[src/rtl/register_file_2r1w_if.sv]
// Bus bundle for register_file_2r1w: two read ports, one write port and the
// reservation/scoreboard signals. The master drives requests, the slave is the register file.
interface register_file_2r1w_if #(
    parameter int WIDTH  = 16,
    parameter int DEPTH  = 8,
    parameter int ADDR_W = $clog2(DEPTH)
);
    logic              rd_en_a;
    logic [ADDR_W-1:0] rd_addr_a;
    logic [WIDTH-1:0]  rd_data_a;
    logic              rd_valid_a;
    logic              rd_busy_a;

    logic              rd_en_b;
    logic [ADDR_W-1:0] rd_addr_b;
    logic [WIDTH-1:0]  rd_data_b;
    logic              rd_valid_b;
    logic              rd_busy_b;

    logic              wr_en;
    logic [ADDR_W-1:0] wr_addr;
    logic [WIDTH-1:0]  wr_data;

    logic              rsv_en;
    logic [ADDR_W-1:0] rsv_addr;
    logic [DEPTH-1:0]  pending;

    modport master (
        output rd_en_a, rd_addr_a, rd_en_b, rd_addr_b,
        output wr_en, wr_addr, wr_data, rsv_en, rsv_addr,
        input  rd_data_a, rd_valid_a, rd_busy_a,
        input  rd_data_b, rd_valid_b, rd_busy_b, pending
    );

    modport slave (
        input  rd_en_a, rd_addr_a, rd_en_b, rd_addr_b,
        input  wr_en, wr_addr, wr_data, rsv_en, rsv_addr,
        output rd_data_a, rd_valid_a, rd_busy_a,
        output rd_data_b, rd_valid_b, rd_busy_b, pending
    );
endinterface

[src/rtl/register_file_2r1w.sv]
// Two-read, one-write register file with registered reads, optional write
// forwarding, optional hard-wired zero register and a pending-write scoreboard.
module register_file_2r1w #(
    parameter int WIDTH    = 16,
    parameter int DEPTH    = 8,
    parameter int ADDR_W   = $clog2(DEPTH),
    parameter int BYPASS   = 1,
    parameter int ZERO_REG = 0
) (
    input logic                clk,
    input logic                rst,
    register_file_2r1w_if.slave bus
);
    logic [WIDTH-1:0] mem [DEPTH];
    logic [DEPTH-1:0] pend;
    logic [DEPTH-1:0] pend_nxt;
    logic             wr_ok;
    logic             rsv_ok;
    logic [WIDTH-1:0] data_a_nxt, data_b_nxt;
    logic             busy_a_nxt, busy_b_nxt;

    // Address refers to a real, writable register.
    function automatic logic addr_ok(input logic [ADDR_W-1:0] a);
        return (int'(a) < DEPTH) && !((ZERO_REG != 0) && (a == '0));
    endfunction

    assign wr_ok       = bus.wr_en  && addr_ok(bus.wr_addr);
    assign rsv_ok      = bus.rsv_en && addr_ok(bus.rsv_addr);
    assign bus.pending = pend;

    // Reserve is applied after the write clear so a same-cycle reserve wins.
    always_comb begin
        pend_nxt = pend;
        if (wr_ok)
            pend_nxt[bus.wr_addr] = 1'b0;
        if (rsv_ok)
            pend_nxt[bus.rsv_addr] = 1'b1;
    end

    always_comb begin
        data_a_nxt = '0;
        busy_a_nxt = 1'b0;
        if (addr_ok(bus.rd_addr_a)) begin
            if ((BYPASS != 0) && wr_ok && (bus.wr_addr == bus.rd_addr_a)) begin
                data_a_nxt = bus.wr_data;
            end else begin
                data_a_nxt = mem[bus.rd_addr_a];
                busy_a_nxt = pend[bus.rd_addr_a];
            end
        end
    end

    always_comb begin
        data_b_nxt = '0;
        busy_b_nxt = 1'b0;
        if (addr_ok(bus.rd_addr_b)) begin
            if ((BYPASS != 0) && wr_ok && (bus.wr_addr == bus.rd_addr_b)) begin
                data_b_nxt = bus.wr_data;
            end else begin
                data_b_nxt = mem[bus.rd_addr_b];
                busy_b_nxt = pend[bus.rd_addr_b];
            end
        end
    end

    always_ff @(posedge clk or posedge rst) begin
        if (rst) begin
            for (int unsigned i = 0; i < DEPTH; i++)
                mem[i] <= '0;
            pend           <= '0;
            bus.rd_data_a  <= '0;
            bus.rd_valid_a <= 1'b0;
            bus.rd_busy_a  <= 1'b0;
            bus.rd_data_b  <= '0;
            bus.rd_valid_b <= 1'b0;
            bus.rd_busy_b  <= 1'b0;
        end else begin
            if (wr_ok)
                mem[bus.wr_addr] <= bus.wr_data;
            pend           <= pend_nxt;
            bus.rd_valid_a <= bus.rd_en_a;
            bus.rd_valid_b <= bus.rd_en_b;
            if (bus.rd_en_a) begin
                bus.rd_data_a <= data_a_nxt;
                bus.rd_busy_a <= busy_a_nxt;
            end
            if (bus.rd_en_b) begin
                bus.rd_data_b <= data_b_nxt;
                bus.rd_busy_b <= busy_b_nxt;
            end
        end
    end
endmodule

[src/flat_wrapper.sv]
// flat-port wrapper written by rule: the top's interface ports become plain ports
module register_file_2r1w_flat 
#(
    parameter int WIDTH    = 16,
    parameter int DEPTH    = 8,
    parameter int ADDR_W   = $clog2(DEPTH),
    parameter int BYPASS   = 1,
    parameter int ZERO_REG = 0
)
  (clk, rst, bus_rd_en_a, bus_rd_addr_a, bus_rd_en_b, bus_rd_addr_b, bus_wr_en, bus_wr_addr, bus_wr_data, bus_rsv_en, bus_rsv_addr, bus_rd_data_a, bus_rd_valid_a, bus_rd_busy_a, bus_rd_data_b, bus_rd_valid_b, bus_rd_busy_b, bus_pending);
  register_file_2r1w_if #(.WIDTH(WIDTH), .DEPTH(DEPTH), .ADDR_W(ADDR_W)) bus_i ();
  input logic clk;
  input logic rst;
  input wire logic [$bits(bus_i.rd_en_a)-1:0] bus_rd_en_a;
  input wire logic [$bits(bus_i.rd_addr_a)-1:0] bus_rd_addr_a;
  input wire logic [$bits(bus_i.rd_en_b)-1:0] bus_rd_en_b;
  input wire logic [$bits(bus_i.rd_addr_b)-1:0] bus_rd_addr_b;
  input wire logic [$bits(bus_i.wr_en)-1:0] bus_wr_en;
  input wire logic [$bits(bus_i.wr_addr)-1:0] bus_wr_addr;
  input wire logic [$bits(bus_i.wr_data)-1:0] bus_wr_data;
  input wire logic [$bits(bus_i.rsv_en)-1:0] bus_rsv_en;
  input wire logic [$bits(bus_i.rsv_addr)-1:0] bus_rsv_addr;
  output wire logic [$bits(bus_i.rd_data_a)-1:0] bus_rd_data_a;
  output wire logic [$bits(bus_i.rd_valid_a)-1:0] bus_rd_valid_a;
  output wire logic [$bits(bus_i.rd_busy_a)-1:0] bus_rd_busy_a;
  output wire logic [$bits(bus_i.rd_data_b)-1:0] bus_rd_data_b;
  output wire logic [$bits(bus_i.rd_valid_b)-1:0] bus_rd_valid_b;
  output wire logic [$bits(bus_i.rd_busy_b)-1:0] bus_rd_busy_b;
  output wire logic [$bits(bus_i.pending)-1:0] bus_pending;
  assign bus_i.rd_en_a = bus_rd_en_a;
  assign bus_i.rd_addr_a = bus_rd_addr_a;
  assign bus_i.rd_en_b = bus_rd_en_b;
  assign bus_i.rd_addr_b = bus_rd_addr_b;
  assign bus_i.wr_en = bus_wr_en;
  assign bus_i.wr_addr = bus_wr_addr;
  assign bus_i.wr_data = bus_wr_data;
  assign bus_i.rsv_en = bus_rsv_en;
  assign bus_i.rsv_addr = bus_rsv_addr;
  assign bus_rd_data_a = bus_i.rd_data_a;
  assign bus_rd_valid_a = bus_i.rd_valid_a;
  assign bus_rd_busy_a = bus_i.rd_busy_a;
  assign bus_rd_data_b = bus_i.rd_data_b;
  assign bus_rd_valid_b = bus_i.rd_valid_b;
  assign bus_rd_busy_b = bus_i.rd_busy_b;
  assign bus_pending = bus_i.pending;
  register_file_2r1w #(.WIDTH(WIDTH), .DEPTH(DEPTH), .ADDR_W(ADDR_W), .BYPASS(BYPASS), .ZERO_REG(ZERO_REG)) u_core (.clk(clk), .rst(rst), .bus(bus_i));
endmodule
[config.mk]
export PLATFORM = sky130hd
export DESIGN_NAME = register_file_2r1w_flat
export DESIGN_NICKNAME = d
export VERILOG_FILES = /design/src/rtl/register_file_2r1w_if.sv /design/src/rtl/register_file_2r1w.sv /design/src/flat_wrapper.sv
export SDC_FILE = /design/constraint.sdc
export NUM_CORES = 1
export LEC_CHECK = 0
export CELL_PAD_IN_SITES_DETAIL_PLACEMENT = 1
export CELL_PAD_IN_SITES_GLOBAL_PLACEMENT = 1
export CORE_UTILIZATION = 44
export CTS_CLUSTER_DIAMETER = 100
export DETAILED_ROUTE_END_ITERATION = 7
export GPL_ROUTABILITY_DRIVEN = 1
export MAX_ROUTING_LAYER = met4
export PLACE_DENSITY_LB_ADDON = 0.1
export SKIP_LAST_GASP = 1
export SYNTH_ARGS = -nofsm -noshare
export SYNTH_HDL_FRONTEND = slang
export SYNTH_SLANG_ARGS = --single-unit
[constraint.sdc]
create_clock -name clk -period 5.8 [get_ports clk]
set_input_delay 0.87 -clock clk [delete_from_list [all_inputs] [get_ports clk]]
set_output_delay 0.87 -clock clk [all_outputs]
set_load 0.01 [all_outputs]
==> flow_metrics.env, run 1 <==
export IMPL_drt_first_pass_iters=4
export IMPL_ys_seq_area_share_pct=48.9
export IMPL_final_nets=744
export IMPL_yosys_area_share_simple_pct=6.71
export IMPL_place_gp_congestion=0.793
export IMPL_met3_length_um=996
export IMPL_clk_latency_ps=430
export IMPL_port_buffers=77
export IMPL_grt_overflow_total=0
export IMPL_synth_fa_ha_area_share_pct=0
export IMPL_finalSetupViolations=0
export IMPL_post_cts_resized=0
export IMPL_syn_num_nets=679
export IMPL_h_tree_depth=4
export IMPL_cts_root_buf="clkbuf_16"
export IMPL_num_io_pins=78
export IMPL_synth_edf_count=0
export IMPL_period_share_pct=56.1
export IMPL_wl_met2_um=13100
export IMPL_rsz0062_at_grt="false"
export IMPL_power_density_nw_per_um2=362
export IMPL_drc=0
export IMPL_numCtsBuffers=17
export IMPL_cap_violations=0
export IMPL_antenna_found_initial=0
export IMPL_crit_type="primary input to flip-flop"
export IMPL_ys_top_cells_by_area="dfrtp_1 49%, mux4_2 15%, mux2_2 9.2%"
export IMPL_grt_pass1_wl_um=39600
export IMPL_routed_wl_um=25000
export IMPL_fillers=1951
export IMPL_drv_slew=0
export IMPL_rows=51
export IMPL_die_area_um2=20600
export IMPL_post_drt_wl_per_cell_um=25.4
export IMPL_setup_tns_ps=0
export IMPL_synthArstFlopShare_pct=100
export IMPL_fin_skew_ps=7.89
export IMPL_clkSinkCount=172
export IMPL_diodes=0
export IMPL_grt_max_degree=94
export IMPL_synth_top_area_share_pct=48.9
export IMPL_track_usage_pct=27.5
export IMPL_cts_hold_fix_buffers=0
export IMPL_status="finished clean"
export IMPL_endpoint_kind="flip-flop"
export IMPL_synth_top_flop_cell="dfrtp_1"
export IMPL_synth_compound_area_share_pct=9.45
export IMPL_worstPathArrival_ps=3580
export IMPL_synth_mux_area_share_pct=30.0
export IMPL_die_x_um=143
export IMPL_core_area_um2=19500
export IMPL_hold_viol_final=0
export IMPL_ys_warn_count=0
export IMPL_post_cts_buffers=0
export IMPL_vias=5878
export IMPL_max_freq_ghz=0.307
export IMPL_hold_path_depth=2
export IMPL_start_kind="primary input"
export IMPL_post_dp_hpwl_um=15300
export IMPL_chipHeight_um=143
export IMPL_synth_top_family_by_area="multiplexers"
export IMPL_finish_instance_area_um2=10400
export IMPL_worst_pin_slew_ps=1270
export IMPL_dr_max_layer_used="met4"
export IMPL_reg2regPathDepth=3
export IMPL_layout_min_cycle_time_ps=3260
export IMPL_met1_length_um=10600
export IMPL_start_util_pct=45.1
export IMPL_synth_xor_area_share_pct=0.597
export IMPL_drive_gt1_share_pct=29.3
export IMPL_clk_pin_slew_ps=70
export IMPL_min_path_type="flip-flop to flip-flop"
export IMPL_finalPower_mw=3.76
export IMPL_mostFrequentLayoutCell="dfrtp_1"
export IMPL_slew_headroom_pct=15.2
export IMPL_syn_inst=645
export IMPL_cts_tree="yes"
export IMPL_ys_seq_elements=172
export IMPL_fin_cells=988
export IMPL_place_inst=956
export IMPL_placed_cell_area_um2=9740
export IMPL_area_growth_pct=18.0
export IMPL_drtIter0Drc=331
export IMPL_vdd_drop_max_mv=0.177
export IMPL_clockBufferDepth=2
export IMPL_vias_per_cell=5.95
export IMPL_yosysTopAreaCell="dfrtp_1"
export IMPL_final_cell_mix="172 x dfrtp_1, 73 x nand2_1, 73 x clkdlybuf4s50_1"
export IMPL_p_leak_nw=4.38
export IMPL_critPathMaxFanout=20
export IMPL_cp_required_ps=6120
export IMPL_fin_util_pct=53.2
export IMPL_postSynthAreaPerCell_um2=13.7
export IMPL_syn_cell_area_um2=8810
export IMPL_synthDistinctLibCells=35
export IMPL_ant_nets=0
export IMPL_grt_pass1_vias=6553
==> synthesized netlist by cell type, types with 2 or more instances <==
cell	count
dfrtp_1	172
nand2_1	73
mux2_2	72
o21ai_0	68
mux4_2	58
mux2i_1	26
inv_1	24
nand2b_1	19
buf_2	18
clkbuf_1	16
o221ai_2	10
a221oi_2	9
buf_4	9
mux4_1	9
nor2_1	9
a221o_1	7
nor2b_1	7
o221ai_1	6
xor2_1	6
buf_6	5
nand4b_1	3
o22ai_1	3
nor3_2	2
nor3b_2	2
o32ai_1	2
==> per-layer routing <==
| layer | track usage [%] | up-vias |
|---|---|---|
| met3 | 4.80 | 28 |
| li1 | - | 2538 |
| met5 | - | - |
| met4 | 7.67 | 0 |
| met2 | 46.1 | 155 |
| met1 | 34.5 | 3157 |
==> critical path, stage by stage <==
cell	delay, ps
clkdlybuf4s50_1	1180
nand2_1	140
or4_1	950
o221ai_1	430
==> path summary, 6_finish.rpt <==
kind,startpoint,end,slack (ps)
worst max-delay path,bus_rd_en_b,u_core.bus.rd_data_b[9],2540
worst min-delay path,u_core.bus.rd_data_b[6],u_core.bus.rd_data_b[6],500
worst max register to register,u_core.mem[79],u_core.bus.rd_data_a[15],4120
worst min register to register,u_core.bus.rd_data_b[6],u_core.bus.rd_data_b[6],500
max in group asynchronous,rst,u_core.mem[94],3610
min in group asynchronous,rst,u_core.mem[26],960
==> state kept, by name (all words and copies together), names as in the netlist <==
| name | count |
|---|---|
| u_core.bus.rd_valid_b | 1 |
| u_core.bus.rd_busy_a | 1 |
| u_core.bus.rd_busy_b | 1 |
| u_core.mem | 128 |
| u_core.bus.rd_data_b | 16 |
| u_core.bus.rd_data_a | 16 |
| u_core.bus.rd_valid_a | 1 |
| u_core.bus.pending | 8 |
==> cell type report <==
class	count	area [µm²]	area share (%)
sequential	172	4300	41.4
clock buffer	22	484	4.66
clock inverter	10	161	1.55
inverter	24	95.1	0.915
multi-input combinational	399	4120	39.7
timing repair buffer	96	893	8.60
tap	265	332	3.19
==> through the flow <==
stage | setup slack, ps | hold WS (ps)
global placement | 2230 | 475
CTS | 2570 | 506
global route | 2480 | 527
floorplan | 270 | 458
finish | 2540 | 501
detailed placement | 2140 | 486
==> cell families (layout without fill, tap and decap cells) <==
logic type             count (synthesis)  count (layout)
AO/OA/AOI/OAI                        108             108
flip-flops                           172             172
multiplexers                         166             166
buffers and inverters                 74             152
AND/OR/NAND/NOR                      119             119
XOR/XNOR                               6               6
==> where the power goes <==
group / switching (mW) / leakage (nW) / total, mW / internal [mW]
Combinational: 0.359 / 1.96 / 0.870 / 0.511
Sequential: 0.200 / 2.11 / 1.65 / 1.45
Clock: 0.476 / 0.308 / 1.24 / 0.767
Total: 1.03 / 4.38 / 3.76 / 2.73
No activity file was read; power rests on OpenSTA's default activity.
==> run 2, diff against run 1 <==
Settings changed: CORE_UTILIZATION 44 to 48.
Clock period 5.8 ns to 3.2 ns, I/O delays scaled along.
==> run 2 against run 1 <==
  * The flow now finishes with violations (design-rule violations)
  * Via count is 3.1% higher
  * Combinational power is 84% higher
  * Wire length is 0.54% higher
  * Register-to-register slack worse by 2600 ps
  * Total power is 78% higher
  * Non-clock buffer count is 12 higher
  * Clock-buffer cell count is 2 lower
  * Setup slack worse by 1500 ps
  * Clock power is 69% higher
  * First-iteration DRC count is 13% higher
  * Critical path type unchanged
  * Largest cell class unchanged
==> flow_metrics.env, run 2 (synthesis results as in run 1) <==
export IMPL_core_area_um2=18000
export IMPL_h_tree_depth=4
export IMPL_p_leak_nw=4.41
export IMPL_min_path_type="flip-flop to flip-flop"
export IMPL_track_usage_pct=29.9
export IMPL_fin_skew_ps=9.84
export IMPL_cp_top_family="buffers and inverters"
export IMPL_r2r_end="u_core.bus.rd_data_a[15]"
export IMPL_ant_nets=0
export IMPL_chipHeight_um=137
export IMPL_final_nets=756
export IMPL_final_cell_mix="172 x dfrtp_1, 73 x nand2_1, 73 x clkdlybuf4s50_1"
export IMPL_mostFrequentLayoutCell="dfrtp_1"
export IMPL_grt_pass1_wl_um=39300
export IMPL_post_cts_buffers=0
export IMPL_reg_top3="u_core.mem (128), u_core.bus.rd_data_a (16), u_core.bus.rd_data_b (16)"
export IMPL_grt_overflow_total=0
export IMPL_largest_reg_flops=128
export IMPL_post_drt_wl_per_cell_um=26.1
export IMPL_drv_slew=0
export IMPL_min_from="u_core.mem[32]"
export IMPL_vias_per_cell=6.29
export IMPL_path_cells="clkdlybuf4s50_1, xor2_1, o41a_1, buf_4, a221o_1"
export IMPL_whs_endpoint="u_core.mem[32]"
export IMPL_worst_pin_slew_ps=968
export IMPL_cp_required_ps=3510
export IMPL_endpoint_kind="flip-flop"
export IMPL_reg2regPathDepth=3
export IMPL_rows=49
export IMPL_antenna_found_initial=0
export IMPL_cts_root_buf="clkbuf_16"
export IMPL_critPathMaxStageDelay_ps=790
export IMPL_num_io_pins=78
export IMPL_hold_ws_ps=502
export IMPL_failed_checks="design-rule violations"
export IMPL_regMostFlops="u_core.mem"
export IMPL_drt_first_pass_iters=6
export IMPL_hold_path_depth=2
export IMPL_period_share_pct=67.7
export IMPL_hold_viol_final=0
export IMPL_cts_tree="yes"
export IMPL_drc=2
export IMPL_place_gp_congestion=0.799
export IMPL_die_area_um2=18900
export IMPL_routed_wl_um=25200
export IMPL_port_buffers=77
export IMPL_clk_pin_slew_ps=60
export IMPL_post_cts_resized=0
export IMPL_worstPathArrival_ps=2470
export IMPL_cp_slowest_cell="clkdlybuf4s50_1"
export IMPL_worst_path_buf_inv=2
export IMPL_setup_tns_ps=0
export IMPL_die_x_um=137
export IMPL_power_density_nw_per_um2=643
export IMPL_r2r_slack_ps=1530
export IMPL_vias=6060
export IMPL_grt_max_degree=173
export IMPL_clk_latency_ps=430
export IMPL_critPathMaxFanout=17
export IMPL_layout_min_cycle_time_ps=2170
export IMPL_drtIter0Drc=375
export IMPL_clkSinkCount=172
export IMPL_vdd_drop_max_mv=0.394
export IMPL_reg2reg_from="u_core.mem[95]"
export IMPL_area_growth_pct=18.0
export IMPL_post_dp_hpwl_um=15400
export IMPL_finalSetupViolations=0
export IMPL_grt_pass1_vias=6486
export IMPL_drive_gt1_share_pct=30.1
export IMPL_clockBufferDepth=2
export IMPL_slew_headroom_pct=35.5
export IMPL_start_kind="primary input"
export IMPL_cts_hold_fix_buffers=0
export IMPL_cap_violations=0
export IMPL_numCtsBuffers=17
export IMPL_fillers=1738
export IMPL_rsz0062_at_grt="false"
export IMPL_crit_type="primary input to flip-flop"
export IMPL_status="complete, but fails checks"
export IMPL_max_freq_ghz=0.461
export IMPL_start_util_pct=49.0
export IMPL_diodes=0
==> run 2: changes by cell type in the layout (fill, tap and decap cells not counted), moves of 2 or more <==
cell,change
buf_12,+2
clkbuf_1,+2
buf_4,+10
clkbuf_8,-4
clkinv_4,+2
==> run 2: worst max-delay path by stage <==
stage,cells after the start,end,start
floorplan,1,u_core.bus.pending[0],rst
global placement,5,u_core.bus.rd_data_a[0],bus_rd_addr_a[1]
detailed placement,5,u_core.bus.rd_data_a[12],bus_rd_addr_a[1]
CTS,5,u_core.bus.rd_data_a[12],bus_rd_addr_a[1]
global route,5,u_core.bus.rd_data_a[4],bus_rd_addr_a[1]
finish,5,u_core.bus.rd_data_a[12],bus_rd_addr_a[1]
==> run 2: power by group <==
part	switching, mW	internal (mW)
Clock	0.866	1.22
Combinational	0.663	0.937
Sequential	0.363	2.63
Total	1.89	4.79
==> run 2: routing by layer <==
layer	wire length (µm)	global-route usage, %	up-vias
met5	0	-	-
met4	443	9.16	0
met3	1110	4.38	34
met2	12300	46.1	186
met1	11300	41.1	3276
li1	-	-	2564
==> run 2: final cells by class <==
| class | count | area (µm²) | share of cell area, % |
|---|---|---|---|
| well taps | 229 | 287 | 2.76 |
| inverters | 24 | 93.8 | 0.903 |
| repair buffers | 108 | 1010 | 9.71 |
| flip-flops and latches | 172 | 4300 | 41.4 |
| multi-input cells | 399 | 4110 | 39.6 |
| clock inverters | 11 | 146 | 1.41 |
| clock buffers | 20 | 437 | 4.20 |
==> run 2: metrics by stage <==
stage                     cell area, µm²  utilization (%)  worst slack (ps)  cells  power, mW
after global placement              9810             54.6               658    932       4.51
after global routing               10400             57.8               987    963       6.99
after detailed placement            9810             54.6               604    932       4.61
after floorplan                     8810                -               523    645       3.96
final                              10400             57.8              1030    963       6.68
after CTS                          10400             57.8              1030    963       6.72
==> run 2: tightest hold or removal path: cells and delay by family (launching register included) <==
family | cells | cell delay [ps]
compound gates | 1 | 60
flops | 1 | 360
simple gates | 1 | 50
